==> src/rtl/thread_fetch_sched.sv <==
// Round-robin multithreaded fetch scheduler with per-thread PCs and branch redirect/flush; outputs registered, frozen when en=0.
// Define THREAD_FETCH_SCHED_SKIP_EN for work-conserving selection; default build is strict barrel rotation.
module thread_fetch_sched #(
  parameter int INST_ADDR_WIDTH = 9,
  parameter int THREAD_BITS     = 2
) (
  input  logic                         clk,
  input  logic                         reset,
  input  logic                         en,
  input  logic [(2**THREAD_BITS)-1:0]  thread_active,
  input  logic [(2**THREAD_BITS)-1:0]  thread_ready,
  input  logic                         beq,
  input  logic                         bneq,
  input  logic                         zero,
  input  logic [INST_ADDR_WIDTH-1:0]   branch_target,
  input  logic [THREAD_BITS-1:0]       br_thread_id,
  output logic                         fetch_valid,
  output logic [INST_ADDR_WIDTH-1:0]   fetch_pc,
  output logic [THREAD_BITS-1:0]       fetch_thread,
  output logic                         flush,
  output logic [THREAD_BITS-1:0]       flush_thread
);

  localparam int NUM_THREADS = 2**THREAD_BITS;

  typedef enum logic [1:0] {
    TS_IDLE = 2'd0,
    TS_RUN  = 2'd1,
    TS_WAIT = 2'd2
  } thr_state_e;

  logic [INST_ADDR_WIDTH-1:0] r_pc [NUM_THREADS];
  logic [THREAD_BITS-1:0]     r_last;
  logic                       r_fetch_valid;
  logic [INST_ADDR_WIDTH-1:0] r_fetch_pc;
  logic [THREAD_BITS-1:0]     r_fetch_thread;
  logic                       r_flush;
  logic [THREAD_BITS-1:0]     r_flush_thread;

  thr_state_e                 w_state [NUM_THREADS];
  logic [NUM_THREADS-1:0]     w_elig;
  logic [THREAD_BITS-1:0]     w_sel;
  logic                       w_grant;
  logic [THREAD_BITS-1:0]     w_last_nxt;
  logic                       w_taken;
  logic                       w_bypass;
  logic [INST_ADDR_WIDTH-1:0] w_fetch_pc;
  logic [INST_ADDR_WIDTH-1:0] w_pc_inc;

  // Thread state is purely a function of this cycle's inputs; only RUN threads may fetch.
  always_comb begin
    for (int i = 0; i < NUM_THREADS; i++) begin
      w_state[i] = TS_IDLE;
      if (thread_active[i]) begin
        w_state[i] = thread_ready[i] ? TS_RUN : TS_WAIT;
      end
      w_elig[i] = (w_state[i] == TS_RUN);
    end
  end

`ifdef THREAD_FETCH_SCHED_SKIP_EN
  always_comb begin
    logic [THREAD_BITS-1:0] v_cand;
    w_sel   = r_last;
    w_grant = 1'b0;
    v_cand  = r_last;
    // k = NUM_THREADS wraps back onto r_last, giving it lowest priority.
    for (int k = 1; k <= NUM_THREADS; k++) begin
      v_cand = r_last + THREAD_BITS'(k);
      if (!w_grant && w_elig[v_cand]) begin
        w_grant = 1'b1;
        w_sel   = v_cand;
      end
    end
    w_last_nxt = w_grant ? w_sel : r_last;
  end
`else
  always_comb begin
    w_sel      = r_last + THREAD_BITS'(1);
    w_grant    = w_elig[w_sel];
    w_last_nxt = w_sel;
  end
`endif

  always_comb begin
    w_taken    = (beq & zero) | (bneq & ~zero);
    w_bypass   = w_taken && w_grant && (br_thread_id == w_sel);
    w_fetch_pc = w_bypass ? branch_target : r_pc[w_sel];
    w_pc_inc   = w_fetch_pc + INST_ADDR_WIDTH'(1);
  end

  always_ff @(posedge clk) begin
    if (!reset) begin
      for (int i = 0; i < NUM_THREADS; i++) begin
        r_pc[i] <= '0;
      end
      r_last <= THREAD_BITS'(NUM_THREADS - 1);
    end else if (en) begin
      for (int i = 0; i < NUM_THREADS; i++) begin
        // A granted thread always advances past what it fetched, which already includes any bypassed redirect.
        if (w_grant && (w_sel == THREAD_BITS'(i))) begin
          r_pc[i] <= w_pc_inc;
        end else if (w_taken && (br_thread_id == THREAD_BITS'(i))) begin
          r_pc[i] <= branch_target;
        end
      end
      r_last <= w_last_nxt;
    end
  end

  always_ff @(posedge clk) begin
    if (!reset) begin
      r_fetch_valid  <= 1'b0;
      r_fetch_pc     <= '0;
      r_fetch_thread <= '0;
      r_flush        <= 1'b0;
      r_flush_thread <= '0;
    end else if (en) begin
      r_fetch_valid <= w_grant;
      if (w_grant) begin
        r_fetch_pc     <= w_fetch_pc;
        r_fetch_thread <= w_sel;
      end
      r_flush <= w_taken;
      if (w_taken) begin
        r_flush_thread <= br_thread_id;
      end
    end
  end

  assign fetch_valid  = r_fetch_valid;
  assign fetch_pc     = r_fetch_pc;
  assign fetch_thread = r_fetch_thread;
  assign flush        = r_flush;
  assign flush_thread = r_flush_thread;

endmodule

==> config.mk <==
export PLATFORM = sky130hd
export DESIGN_NAME = thread_fetch_sched
export DESIGN_NICKNAME = d
export VERILOG_FILES = /design/src/rtl/thread_fetch_sched.sv
export SDC_FILE = /design/constraint.sdc
export NUM_CORES = 1
export LEC_CHECK = 0
export ABC_AREA = 1
export CAP_MARGIN = 40
export CORE_MARGIN = 1
export CORE_UTILIZATION = 55
export DETAILED_ROUTE_END_ITERATION = 10
export PLACE_DENSITY = 0.83
export SYNTH_ARGS = -nofsm -noshare
export SYNTH_HDL_FRONTEND = slang
export SYNTH_SLANG_ARGS = --single-unit
export TNS_END_PERCENT = 5
==> constraint.sdc <==
create_clock -name clk -period 3.1 [get_ports clk]
set_input_delay 0.465 -clock clk [delete_from_list [all_inputs] [get_ports clk]]
set_output_delay 0.465 -clock clk [all_outputs]
set_load 0.02 [all_outputs]
==> results.cfg, run 1 <==
[status]
status = finished clean

[yosys]
synth_seq_area_share_pct = 47.3
yosysWarnings = 0
synthArstFlopShare_pct = 0
mappedNetlistNets = 410
ys_ff_latch = 53
synth-edff-count = 36
yosys-top-cells-area = edfxtp_1 (36%), nand2_1 (14%), dfxtp_1 (11%)
synth.avg_cell_area_um2 = 7.91
synth_top_area_share_pct = 36.0
ys_types = 29
mappedNetlistArea_um2 = 3010
netlist_instances = 380
yosysTopAreaCell = edfxtp_1
synth-main-ff-cell = edfxtp_1

[layout]
syn_to_final_growth_pct = 18.9
layout-drive-gt1-share_pct = 10.4
num-nets-final = 454
insertedDiodeCount = 0

[cts]
clock-sinks = 53
post_cts_buffers = 0
cts_tree = built
cts_max_path_buffers = 2
cts_resized = 0
htreeDepth = 2
postCtsHoldBufs = 0
cts_buffers = 5
cts_root_buf = clkbuf_8
clk_pin_slew_worst_paths_ns = 0.09
insertion_delay_ns = 0.31

[timing]
final_max_slew_viol_count = 0
worst_slew_pin_slew_ns = 0.589
setup_viol = 0
whs_ns = 0.473
slew_headroom_pct = 60.6
fmax_mhz = 353
final_hold_viol_count = 0
setup_tns_ns = 0
fin_crit_sh_pct = 91.4
rsz0062_at_grt = no
finalClockSkew_ns = 0.00827
period_minus_slack_ns = 2.83

[worst_setup_path]
crit_required_ns = 3.17
critical_path_class = flip-flop to flip-flop
slowest_delay_ns = 0.37
endpoint_kind = flip-flop
path_cells = inv_1, ha_1, inv_1, buf_4, o21ai_0, o22ai_1, nand2_1, nand2_1, ha_2, nand2_1, nor2_1, nand3_1, nand3_1, nand2_1
worstReg2RegStart = r_last[1]
critical_path.most_common_cell = nand2_1
critPathMaxFanout = 8
startpoint = r_last[1]
worstPathArrival_ns = 2.90
cpMaxStageDelayCell = dfxtp_1
start_kind = flip-flop

[detailed_routing]
vias_per_cell = 5.67
vias = 2807
drc_errors = 0
wl_per_cell_um = 15.7
drt_iter0_drc = 357
wl_mm = 7.78
drt_first_pass_iters = 5
drtAntennaViolNets = 0

[grt]
grt.total_usage_pct = 28.9
antenna_found_initial = 0
grt_pass1_vias = 2604
grt_max_degree = 26
grt_pass1_wl_mm = 13.0
overflow = 0

[die]
rows = 26
die_h_um = 75.9
die-area_um2 = 5760
coreArea_um2 = 5170
initial_utilization_pct = 58.1
io_pins = 40
die_w_um = 75.9

[run]
cap_viol_max_count = 0

[placed_design]
io_buffers = 39
place_hpwl_mm = 5.58
gp_congestion = 0.980

[power_and_ir_drop]
pwr_density_cell_nw_per_um2 = 478
leakage_nw = 1.56
irDropWorstVdd_mv = 0.294

[worst_hold_path]
worstHoldStart = flush_thread[0]
hold_path.class = flip-flop to flip-flop
==> per-stage QoR <==
stage	std cells	power, mW	setup WS, ns	instance area [um^2]	utilization (%)
global placement	487	1.32	0.274	3490	67.4
finish	495	1.71	0.268	3570	69.1
CTS	495	1.70	0.299	3570	69.0
floorplan	380	1.17	0.405	3010	-
global route	495	1.79	0.0241	3570	69.1
detailed placement	487	1.33	0.214	3490	67.4
==> final timing paths <==
kind	cells after the start	to	slack (ns)
hold / removal	2	flush_thread[0]	0.47
setup reg to reg	14	r_pc[3][8]	0.27
setup / recovery	14	r_pc[3][8]	0.27
hold reg to reg	2	flush_thread[0]	0.47
==> Yosys cell counts (6+ instances only) <==
cell type,instances
o22ai_1,18
nand2_2,7
o21ai_0,22
dfxtp_1,17
edfxtp_1,36
a21oi_1,16
o21ai_1,7
nand2_1,113
nand3_1,43
inv_1,36
nand3_2,6
nor2_1,23
==> flip-flops by register name, summed over array words and instances, names as in the netlist <==
name          count
fetch_valid       1
fetch_thread      2
r_pc             36
fetch_pc          9
flush             1
flush_thread      2
r_last            2
==> routing by layer <==
layer  vias to the layer above  global-route usage (%)  part of all wire (%)
met5                         -                       0                     0
li1                       1355                       -                     -
met3                        19                    4.34                   9.2
met1                      1283                    40.2                    44
met2                       150                    45.1                    45
met4                         0                    12.5                   2.2
==> worst max-delay path, delay by kind of cell (launching register included) <==
kind,cells,cell delay (ns)
AO/OA/AOI/OAI,2,0.31
adder cells (fa/ha/maj),2,0.59
flip-flops,1,0.37
buffers and inverters,3,0.47
AND/OR/NAND/NOR,7,0.86
==> cells by family (layout without fill, tap and decap cells) <==
kind of cell             after synthesis  in the layout  share of synthesized area [%]
flip-flops                            53             53                           47.3
adder cells (fa/ha/maj)                5              5                           2.08
AND/OR/NAND/NOR                      202            202                           30.7
AO/OA/AOI/OAI                         65             65                           11.9
buffers and inverters                 53             98                           7.49
XOR/XNOR                               2              2                          0.583
==> power breakdown <==
group          total [mW]  switching [mW]  internal (mW)
clock network       0.379           0.220          0.159
logic               0.503           0.332          0.171
registers           0.825          0.0180          0.807
total                1.71           0.570           1.14
==> cells in the final DEF, fill, tap and decap left out, types with 6 or more instances in the layout <==
master	count
nand2_1	113
nand3_1	43
clkdlybuf4s50_1	39
inv_1	36
edfxtp_1	36
nor2_1	23
o21ai_0	22
o22ai_1	18
dfxtp_1	17
a21oi_1	16
buf_4	10
nand2_2	7
o21ai_1	7
nand3_2	6
==> layout make-up <==
cell class	instances	area (um^2)
flip-flops and latches	53	1420
clock buffers	7	76.3
inverters	41	155
fillers	436	1600
multi-input cells	274	1360
clock inverters	1	5.00
well taps	70	87.6
repair buffers	49	465
Power figures use the tool's default switching activity.
==> run 2: changes to the inputs <==
- CORE_MARGIN: 1 -> 8
- SKIP_LAST_GASP: not set -> 1
==> run 2 against run 1 <==
Compared with the run above:
- power grew 1.2%
- routed wire length grew 8.3%
- largest cell class unchanged
- highest routed layer unchanged
- global-route usage shrank 7.7 points
- non-clock buffer count grew 1
- sequential power is essentially flat
==> results.cfg, run 2 (synthesis gave the netlist of run 1 again) <==
[status]
status = finished clean

[worst_setup_path]
critPathMaxFanout = 14
crit_family = simple AND/OR/NAND/NOR gates
endpoint_kind = flip-flop
path_cells = inv_1, ha_1, buf_4, nand3_2, nand2_1, clkinv_2, nand3_1, nand2_2, ha_1, nand2_1, nor2_1, nand3_1, nand3_1, nand2_1
critical_path_class = flip-flop to flip-flop
cpMaxStageDelayCell = dfxtp_1
slowest_delay_ns = 0.36
crit_required_ns = 3.18
start_kind = flip-flop
cp.buffers_inverters = 3
worstPathArrival_ns = 2.88

[detailed_routing]
drt_iter0_drc = 288
drt_first_pass_iters = 5
vias = 2753
vias_per_cell = 5.53
wl_per_cell_um = 16.9
wl_mm = 8.42
drtAntennaViolNets = 0
drc_errors = 0

[die]
die_w_um = 89.9
rows = 27
coreArea_um2 = 5410
die-area_um2 = 8090
initial_utilization_pct = 55.6
io_pins = 40
die_h_um = 89.9

[grt]
use_met3_pct = 4.82
grt_pass1_vias = 2739
grt_max_degree = 26
overflow = 0
grt.total_usage_pct = 21.2
grt_pass1_wl_mm = 13.9
met2_usage_pct = 34.7
antenna_found_initial = 0
grt_use_met1_pct = 26.7
busiest_layer = met2

[cts]
post_cts_buffers = 0
cts_tree = built
htreeDepth = 2
insertion_delay_ns = 0.31
clk_pin_slew_worst_paths_ns = 0.10
clock-sinks = 53
postCtsHoldBufs = 0
cts_resized = 0
cts_max_path_buffers = 2
cts_buffers = 5
cts_root_buf = clkbuf_8

[placed_design]
dpl_cell_area_um2 = 3500
io_buffers = 39
place_hpwl_mm = 6.14
gp_congestion = 0.937

[worst_hold_path]
hold_path.class = flip-flop to flip-flop

[run]
cap_viol_max_count = 0

[timing]
fin_crit_sh_pct = 90.5
finalClockSkew_ns = 0.0107
period_minus_slack_ns = 2.80
worst_slew_pin_slew_ns = 0.678
slew_headroom_pct = 54.6
final_max_slew_viol_count = 0
rsz0062_at_grt = no
setup_tns_ns = 0
fmax_mhz = 357
setup_viol = 0
final_hold_viol_count = 0
whs_ns = 0.467

[power_and_ir_drop]
leakage_nw = 1.57
pwr_density_cell_nw_per_um2 = 482
irDropWorstVdd_mv = 0.332

[layout]
layout_common_cells = nand2_1 (113), nand3_1 (43), clkdlybuf4s50_1 (39)
largest_reg_flops = 36
ff_latch_area_um2 = 1420
top_register = r_pc
layout-drive-gt1-share_pct = 10.6
multi_input_area_um2 = 1360
syn_to_final_growth_pct = 19.3
num-fill-cells = 455
num-nets-final = 455
design_area_um2 = 3580
layout_commonest_cell = nand2_1
insertedDiodeCount = 0
-- run 2: cell types whose count changed in the layout (fill, tap and decap cells not counted), sizes merged --
cell and delta:
clkbuf -2, buf +1, clkinv +2
-- run 2: layout make-up --
class                      count  share of cell area, %
tap                           72                   2.51
timing repair buffer          50                   13.2
clock buffer                   5                   1.92
inverter                      41                   4.33
multi-input combinational    274                   37.9
sequential                    53                   39.7
clock inverter                 3                  0.489
-- run 2: worst paths after layout --
path	startpoint	end	slack (ns)	cells past startpoint
setup / recovery	r_last[1]	r_pc[2][8]	0.30	14
hold / removal	flush_thread[0]	flush_thread[0]	0.47	2
setup reg to reg	r_last[1]	r_pc[2][8]	0.30	14
hold reg to reg	flush_thread[0]	flush_thread[0]	0.47	2
-- run 2: report_power, final --
part / internal [mW] / switching, mW / total [mW]
logic: 0.171 / 0.338 / 0.509
registers: 0.807 / 0.0176 / 0.824
clock network: 0.157 / 0.236 / 0.393
total: 1.13 / 0.591 / 1.73
-- run 2: layer usage --
layer | part of all wire, % | routed length, um
met3 | 7.9 | 665
met2 | 48 | 4010
met4 | 2.1 | 178
met1 | 42 | 3560
met5 | 0 | 0
-- run 2: through the flow --
step           worst slack [ns]  power, mW  util (%)  instances
5_1_grt                   0.133       1.81      66.3        498
2_1_floorplan             0.405       1.17         -        380
3_3_place_gp              0.312       1.33      64.6        489
6_report                  0.296       1.73      66.3        498
4_1_cts                   0.331       1.72      66.3        498
3_5_place_dp              0.242       1.34      64.7        490
-- run 2: worst reg2reg max path: cells and delay by family, from the launching register on --
family | cells | cell delay [ns]
buf+inv | 3 | 0.48
fa+ha+maj | 2 | 0.65
flops | 1 | 0.36
simple gates | 9 | 1.10
